File: src/rtl/alu_result_collector_if.sv
// Bundle between the ALU control unit / result consumer and the result collector.
// Handshake: a result is transferred on every rising edge where res_valid and
// res_ready are both high; res_valid is never withdrawn until that transfer,
// and res_ready while res_valid is low has no effect.
interface alu_result_collector_if #(
  parameter int W = 8
);
  logic         begin_in;
  logic [1:0]   op_code;
  logic         push_a;
  logic         push_q;
  logic [W-1:0] outbus;
  logic         res_ready;
  logic         clr_err;
  logic         res_valid;
  logic [W-1:0] res_hi;
  logic [W-1:0] res_lo;
  logic [1:0]   res_op;
  logic         busy;
  logic         err_proto;
  logic         err_ovr;

  // Driver side: the control unit plus the result consumer.
  modport master (
    output begin_in, op_code, push_a, push_q, outbus, res_ready, clr_err,
    input  res_valid, res_hi, res_lo, res_op, busy, err_proto, err_ovr
  );

  // Collector side.
  modport slave (
    input  begin_in, op_code, push_a, push_q, outbus, res_ready, clr_err,
    output res_valid, res_hi, res_lo, res_op, busy, err_proto, err_ovr
  );
endinterface

File: src/rtl/alu_result_collector.sv
// ALU result collector: samples the control unit's output bus during the
// push strobes, assembles {hi, lo} by op code and queues results in a
// 2-entry FIFO drained through a valid/ready handshake.
module alu_result_collector #(
  parameter int W = 8
) (
  input  logic                 clk,
  input  logic                 reset,
  alu_result_collector_if.slave bus,
  output logic [1:0]           o_dbg_state
);

  typedef enum logic [1:0] {
    S_IDLE  = 2'd0,
    S_WAIT1 = 2'd1,
    S_WAIT2 = 2'd2
  } state_t;

  localparam logic [1:0] OP_DIV = 2'b11;

  state_t       r_state;
  logic [1:0]   r_op;
  logic [W-1:0] r_hi;
  logic [W-1:0] r_lo;
  logic         r_busy;

  logic [W-1:0] r_mem_hi [2];
  logic [W-1:0] r_mem_lo [2];
  logic [1:0]   r_mem_op [2];
  logic         r_wptr;
  logic         r_rptr;
  logic [1:0]   r_count;
  logic         r_err_proto;
  logic         r_err_ovr;

  logic         w_any_push;
  logic         w_ok;
  logic         w_done;
  logic         w_perr;
  logic [W-1:0] w_res_hi;
  logic [W-1:0] w_res_lo;
  logic         w_valid;
  logic         w_pop;
  logic         w_push;
  logic         w_ovr;

  assign w_any_push = bus.push_a | bus.push_q;

  // Decode the current strobe against the expected one and form the result.
  always_comb begin
    w_ok     = 1'b0;
    w_done   = 1'b0;
    w_perr   = 1'b0;
    w_res_hi = '0;
    w_res_lo = '0;
    case (r_state)
      S_IDLE: begin
        w_perr = ~bus.begin_in & w_any_push;
      end
      S_WAIT1: begin
        // div delivers the quotient first (on push_q); all others start with A.
        w_ok   = (r_op == OP_DIV) ? (bus.push_q & ~bus.push_a)
                                  : (bus.push_a & ~bus.push_q);
        w_perr = bus.begin_in | (w_any_push & ~w_ok);
        if (!bus.begin_in && w_ok && !r_op[1]) begin
          w_done   = 1'b1;
          w_res_lo = bus.outbus;
          w_res_hi = {W{bus.outbus[W-1]}};
        end
      end
      S_WAIT2: begin
        w_ok   = (r_op == OP_DIV) ? (bus.push_a & ~bus.push_q)
                                  : (bus.push_q & ~bus.push_a);
        w_perr = bus.begin_in | (w_any_push & ~w_ok);
        if (!bus.begin_in && w_ok) begin
          w_done = 1'b1;
          if (r_op == OP_DIV) begin
            w_res_hi = bus.outbus;
            w_res_lo = r_lo;
          end else begin
            w_res_hi = r_hi;
            w_res_lo = bus.outbus;
          end
        end
      end
      default: ;
    endcase
  end

  // Capture FSM: op latch, first-half storage and registered busy.
  always_ff @(posedge clk or negedge reset) begin
    if (!reset) begin
      r_state <= S_IDLE;
      r_op    <= '0;
      r_hi    <= '0;
      r_lo    <= '0;
      r_busy  <= 1'b0;
    end else begin
      case (r_state)
        S_IDLE: begin
          if (bus.begin_in) begin
            r_op    <= bus.op_code;
            r_state <= S_WAIT1;
            r_busy  <= 1'b1;
          end
        end
        S_WAIT1, S_WAIT2: begin
          if (bus.begin_in) begin
            // A new BEGIN aborts the current capture and starts over.
            r_op    <= bus.op_code;
            r_state <= S_WAIT1;
            r_busy  <= 1'b1;
          end else if (w_any_push && !w_ok) begin
            r_state <= S_IDLE;
            r_busy  <= 1'b0;
          end else if (w_ok) begin
            if (r_state == S_WAIT1 && r_op[1]) begin
              if (r_op == OP_DIV) r_lo <= bus.outbus;
              else                r_hi <= bus.outbus;
              r_state <= S_WAIT2;
            end else begin
              r_state <= S_IDLE;
              r_busy  <= 1'b0;
            end
          end
        end
        default: begin
          r_state <= S_IDLE;
          r_busy  <= 1'b0;
        end
      endcase
    end
  end

  assign w_valid = (r_count != 2'd0);
  assign w_pop   = w_valid & bus.res_ready;
  // A full FIFO still accepts a result when the head leaves on the same edge.
  assign w_push  = w_done & ((r_count != 2'd2) | w_pop);
  assign w_ovr   = w_done & (r_count == 2'd2) & ~w_pop;

  // Result FIFO storage, pointers and occupancy.
  always_ff @(posedge clk or negedge reset) begin
    if (!reset) begin
      r_wptr  <= 1'b0;
      r_rptr  <= 1'b0;
      r_count <= 2'd0;
    end else begin
      if (w_push) begin
        r_mem_hi[r_wptr] <= w_res_hi;
        r_mem_lo[r_wptr] <= w_res_lo;
        r_mem_op[r_wptr] <= r_op;
        r_wptr           <= ~r_wptr;
      end
      if (w_pop) r_rptr <= ~r_rptr;
      r_count <= r_count + {1'b0, w_push} - {1'b0, w_pop};
    end
  end

  // Sticky error flags: a new event outranks a same-cycle clear.
  always_ff @(posedge clk or negedge reset) begin
    if (!reset) begin
      r_err_proto <= 1'b0;
      r_err_ovr   <= 1'b0;
    end else begin
      r_err_proto <= w_perr | (r_err_proto & ~bus.clr_err);
      r_err_ovr   <= w_ovr  | (r_err_ovr   & ~bus.clr_err);
    end
  end

  assign bus.res_valid = w_valid;
  assign bus.res_hi    = w_valid ? r_mem_hi[r_rptr] : '0;
  assign bus.res_lo    = w_valid ? r_mem_lo[r_rptr] : '0;
  assign bus.res_op    = w_valid ? r_mem_op[r_rptr] : 2'b00;
  assign bus.busy      = r_busy;
  assign bus.err_proto = r_err_proto;
  assign bus.err_ovr   = r_err_ovr;
  assign o_dbg_state   = r_state;

endmodule

File: src/flat_wrapper.sv
// flat-port wrapper written by rule: the top's interface ports become plain ports
module alu_result_collector_flat 
#(
  parameter int W = 8
)
  (clk, reset, o_dbg_state, bus_begin_in, bus_op_code, bus_push_a, bus_push_q, bus_outbus, bus_res_ready, bus_clr_err, bus_res_valid, bus_res_hi, bus_res_lo, bus_res_op, bus_busy, bus_err_proto, bus_err_ovr);
  alu_result_collector_if #(.W(W)) bus_i ();
  input  logic clk;
  input  logic reset;
  output logic [1:0] o_dbg_state;
  input wire logic [$bits(bus_i.begin_in)-1:0] bus_begin_in;
  input wire logic [$bits(bus_i.op_code)-1:0] bus_op_code;
  input wire logic [$bits(bus_i.push_a)-1:0] bus_push_a;
  input wire logic [$bits(bus_i.push_q)-1:0] bus_push_q;
  input wire logic [$bits(bus_i.outbus)-1:0] bus_outbus;
  input wire logic [$bits(bus_i.res_ready)-1:0] bus_res_ready;
  input wire logic [$bits(bus_i.clr_err)-1:0] bus_clr_err;
  output wire logic [$bits(bus_i.res_valid)-1:0] bus_res_valid;
  output wire logic [$bits(bus_i.res_hi)-1:0] bus_res_hi;
  output wire logic [$bits(bus_i.res_lo)-1:0] bus_res_lo;
  output wire logic [$bits(bus_i.res_op)-1:0] bus_res_op;
  output wire logic [$bits(bus_i.busy)-1:0] bus_busy;
  output wire logic [$bits(bus_i.err_proto)-1:0] bus_err_proto;
  output wire logic [$bits(bus_i.err_ovr)-1:0] bus_err_ovr;
  assign bus_i.begin_in = bus_begin_in;
  assign bus_i.op_code = bus_op_code;
  assign bus_i.push_a = bus_push_a;
  assign bus_i.push_q = bus_push_q;
  assign bus_i.outbus = bus_outbus;
  assign bus_i.res_ready = bus_res_ready;
  assign bus_i.clr_err = bus_clr_err;
  assign bus_res_valid = bus_i.res_valid;
  assign bus_res_hi = bus_i.res_hi;
  assign bus_res_lo = bus_i.res_lo;
  assign bus_res_op = bus_i.res_op;
  assign bus_busy = bus_i.busy;
  assign bus_err_proto = bus_i.err_proto;
  assign bus_err_ovr = bus_i.err_ovr;
  alu_result_collector #(.W(W)) u_core (.clk(clk), .reset(reset), .bus(bus_i), .o_dbg_state(o_dbg_state));
endmodule
File: config.mk
export PLATFORM = sky130hd
export DESIGN_NAME = alu_result_collector_flat
export DESIGN_NICKNAME = d
export VERILOG_FILES = /design/src/rtl/alu_result_collector_if.sv /design/src/rtl/alu_result_collector.sv /design/src/flat_wrapper.sv
export SDC_FILE = /design/constraint.sdc
export NUM_CORES = 1
export LEC_CHECK = 0
export ABC_AREA = 1
export CAP_MARGIN = 0
export CORE_MARGIN = 8
export CORE_UTILIZATION = 25
export DETAILED_ROUTE_END_ITERATION = 6
export GPL_TIMING_DRIVEN = 0
export HOLD_SLACK_MARGIN = 0.05
export MAX_ROUTING_LAYER = met4
export PLACE_DENSITY = 0.52
export SETUP_SLACK_MARGIN = 0.4
export SYNTH_ARGS = -nofsm -noshare
export SYNTH_HDL_FRONTEND = slang
export SYNTH_SLANG_ARGS = --single-unit
File: constraint.sdc
create_clock -name clk -period 3.6 [get_ports clk]
set_clock_uncertainty 0.1 [all_clocks]
set_input_delay 0.72 -clock clk [delete_from_list [all_inputs] [get_ports clk]]
set_output_delay 0.72 -clock clk [all_outputs]
set_load 0.005 [all_outputs]
==> metrics.md <==
| Metric | Value |
|---|---|
| Capture point of the critical path | bus_res_lo[4] |
| Clock insertion delay at the later pin of the skew report | 0.33 ns |
| Sw Share | 34.2% |
| DRC violation count after routing | 0 |
| Most frequent cells in the layout | sky130_fd_sc_hd__nand2_1 (116), sky130_fd_sc_hd__clkdlybuf4s50_1 (39), sky130_fd_sc_hd__a21oi_1 (37) |
| Final setup violation count | 0 |
| Internal Power | 1880 uW |
| First-pass GRT wire length | 12,700 um |
| Vert. Die Dim | 129 um |
| GR Overflow Total | 0 |
| Port-buffer cells | 40 |
| Cts bufs inserted | 9 |
| Max stage delay on crit path | 0.53 ns |
| Total of max-cap violations | 0 |
| Startpoint of the worst register-to-register path | u_core.r_op[0] |
| Share of the cycle needed by the critical path after routing | 83.0% |
| Nets in the synthesized netlist | 362 |
| Dominant cell type by area after synthesis | sky130_fd_sc_hd__edfxtp_1 |
| Data arrival, critical path | 2.17 ns |
| 1st-pass router iterations | 4 |
| Max-slew violation total from the final report | 0 |
| Multi-input logic area | 1260 um2 |
| Placed wire-length estimate after detailed placement | 5500 um |
| Placed cells | 552 |
| Via total after detailed routing | 2,418 |
| Status | complete, no violations |
| Most common cell after layout, fill and taps aside | sky130_fd_sc_hd__nand2_1 |
| TritonCTS clock tree | yes |
| H-tree Lvls | 3 |
| Clk network pwr share | 32.5% |
| Kind of capture point of the worst setup path | output port |
| Register cell area after layout | 1760 um2 |
| Share of the synthesized area in the top cell type | 33.9% |
| Proportion of power drawn by combinational gates | 34.6% |
| Unrepaired setup endpoints after global routing | no |
| Worst-case reg-to-reg path depth | 11 |
| Switching power | 980 uW |
| Critical Path Slowest Stage Cell | sky130_fd_sc_hd__clkdlybuf4s50_1 |
| Cells after Synth | 338 |
| Number of nets in the final layout | 415 |
| Leading post-synthesis cells by cell area | sky130_fd_sc_hd__edfxtp_1 (34%), sky130_fd_sc_hd__dfrtp_1 (21%), sky130_fd_sc_hd__nand2_1 (14%), sky130_fd_sc_hd__a21oi_1 (5.8%), sky130_fd_sc_hd__o21ai_0 (3.0%) |
| Total global routing track utilization | 10.1% |
| Final Routed Wirelength | 7490 um |
| Number of distinct standard cells referenced by the synthesized netlist | 31 |
| Sum of internal, switching and leakage power | 2860 uW |
| Per-instance average area after synthesis | 9.43 um2 |
| CTS Buffer Depth | 2 |
| Share of synthesized area occupied by flip-flops and latches | 55.1% |
| Leakage Power | 0.00168 uW |
| Share of power burned in registers | 33.0% |
| Antenna Violating Nets Remaining | 0 |
| Clock net sink count | 63 |
| Wirelength per Cell | 13.2 um |
| Worst hold margin | 0.317 ns |
| Timing-limited maximum frequency | 335 MHz |
| Power density over the cells | 689 nW/um2 |
| Initial core utilization | 25.5% |
| YS warnings | 0 |
| Clock Tree Root | sky130_fd_sc_hd__clkbuf_16 |
| Via count of the first global-routing pass | 2,549 |
| Layout-stage area growth over the synthesis result | 30.4% |
| Critical path launch point | u_core.r_rptr |
| Pin slew with the least headroom to its limit | 0.687 ns |
| Setup Crit Path Kind | flop to output port |
| Period minus WS final | 2.99 ns |
| Vias per Instance | 4.26 |
| Placeable core area | 12,500 um2 |
| Antenna violations before repair | 0 |
| Clk slew on worst S/H paths | 0.06 ns |
| Hold/Removal Path Class | primary input to async pin |
| Diodes inserted | 0 |
| Count of filler cells inserted in the layout | 1,321 |
| Required time at the worst-slack endpoint | 2.78 ns |
| Worst reg2reg path endpoint | u_core.r_mem_hi[0][6] |
| #FFs+latches synth | 63 |
| Cell area after technology mapping | 3190 um2 |
| Routability congestion estimate from global placement | 0.769 |
| Highest ir drop seen on vdd | 0.266 mV |
| Number of failing hold endpoints at the final stage | 0 |
| Max FO, Critical Path | 10 |
| Overall die area | 16,600 um2 |
| Final cell count without fillers | 568 |
| Maximum number of pins on one net before global-route repair | 29 |
| R2R setup slack | 1.10 ns |
| Number of standard-cell rows in the floorplan | 41 |
| Crit start category | flop |
| Worst relative slew slack | 54.2% |
| Cells along the critical path | clkbuf_1, clkbuf_2, nand2_1, a21oi_1, clkdlybuf4s50_1 |
| I/O Pins | 41 |
| DRC marker count from the first detailed-route iteration | 129 |
| Share of cells above drive strength 1 | 14.1% |
| Die width | 129 um |
synthesized netlist by cell type:
master                     instances
sky130_fd_sc_hd__dfrtp_1          27
sky130_fd_sc_hd__nand4_4           1
sky130_fd_sc_hd__xor2_1            1
sky130_fd_sc_hd__nor2_1            8
sky130_fd_sc_hd__buf_6             2
sky130_fd_sc_hd__clkbuf_1          7
sky130_fd_sc_hd__clkinv_1          2
sky130_fd_sc_hd__nand4_1           9
sky130_fd_sc_hd__buf_1             1
sky130_fd_sc_hd__nor2_8            1
sky130_fd_sc_hd__or2_2             1
sky130_fd_sc_hd__nand3b_1          1
sky130_fd_sc_hd__nand2_2           4
sky130_fd_sc_hd__a21oi_4           1
sky130_fd_sc_hd__nand2_1         116
sky130_fd_sc_hd__edfxtp_1         36
sky130_fd_sc_hd__nor2_2            3
sky130_fd_sc_hd__inv_1            25
sky130_fd_sc_hd__xnor2_1           2
sky130_fd_sc_hd__nand3_1           5
sky130_fd_sc_hd__a21oi_1          37
sky130_fd_sc_hd__nand2_4           4
sky130_fd_sc_hd__buf_4             2
sky130_fd_sc_hd__o21ai_2           8
sky130_fd_sc_hd__nand3_4           3
sky130_fd_sc_hd__nor2_4            1
sky130_fd_sc_hd__ha_1              7
sky130_fd_sc_hd__o211ai_1          1
sky130_fd_sc_hd__o21ai_0          19
sky130_fd_sc_hd__mux2_2            1
sky130_fd_sc_hd__inv_2             2
critical path, delay by kind of cell, from the launching register on:
kind | cells | cell delay (ns)
simple gates | 1 | 0.09
flops | 1 | 0.34
compound gates | 1 | 0.18
buf+inv | 3 | 1.24
worst min path at each step:
stage | startpoint | endpoint | cells past startpoint
after global routing | reset | u_core.bus.busy | 1
after global placement | u_core.r_hi[1] | u_core.r_hi[1] | 2
final | reset | u_core.bus.busy | 1
after CTS | u_core.r_hi[4] | u_core.r_hi[4] | 2
after detailed placement | u_core.r_hi[4] | u_core.r_hi[4] | 2
after floorplan | reset | u_core.bus.busy | 0
power by group through the flow:
stage | registers (uW) | clock network, uW | logic [uW]
floorplan | 940 | 0 | 598
global placement | 951 | 0 | 999
detailed placement | 958 | 0 | 1010
CTS | 944 | 951 | 1010
global route | 959 | 979 | 1120
finish | 944 | 930 | 990
cells by family after synthesis:
group	Yosys count	share of synthesized area, %
multiplexers	1	0.353
buffers and inverters	41	5.54
flip-flops	63	55.1
AO/OA/AOI/OAI	66	11.7
AND/OR/NAND/NOR	157	23.7
XOR/XNOR	3	0.825
adder cells (fa/ha/maj)	7	2.75
metal layers:
layer	track usage [%]	vias to the layer above	share of wire [%]
li1	-	1229	-
met4	5.25	0	2.1
met2	15.4	52	46
met5	-	-	0
met1	11.9	1123	47
met3	2.77	14	5.2
state kept, by name, indices dropped and copies added, names as in the netlist:
name	flops
u_core.r_count	2
u_core.bus.err_proto	1
u_core.r_mem_lo	16
u_core.r_mem_op	4
u_core.bus.busy	1
u_core.r_lo	8
u_core.r_op	2
u_core.bus.err_ovr	1
u_core.r_wptr	1
u_core.r_hi	8
u_core.r_rptr	1
u_core.o_dbg_state	2
u_core.r_mem_hi	16
final cells by class:
| class | count | area share, % |
|---|---|---|
| flip-flops and latches | 63 | 42.3 |
| clock buffers | 9 | 5.42 |
| multi-input cells | 234 | 30.3 |
| repair buffers | 42 | 10.2 |
| well taps | 172 | 5.18 |
| inverters | 29 | 2.62 |
| plain buffers | 12 | 1.69 |
| clock inverters | 7 | 2.32 |
metrics by stage:
| stage | worst slack, ns | util, % | TNS (ns) | instance area (um2) |
|---|---|---|---|---|
| 2_1_floorplan | 0.824 | - | 0 | 3190 |
| 3_3_place_gp | -0.540 | 30.4 | -19.39 | 3800 |
| 3_5_place_dp | 0.0656 | 30.7 | 0 | 3840 |
| 4_1_cts | 0.416 | 33.2 | 0 | 4160 |
| 5_1_grt | 0.467 | 33.2 | 0 | 4160 |
| 6_report | 0.612 | 33.2 | 0 | 4160 |
timing repair:
item                       4_1_cts  5_1_grt
hold buffers                     0        0
gates cloned                     0        0
setup buffers                    0        0
setup endpoints to repair        2       10
gates resized for setup          1        1
Power figures use the tool's default switching activity.
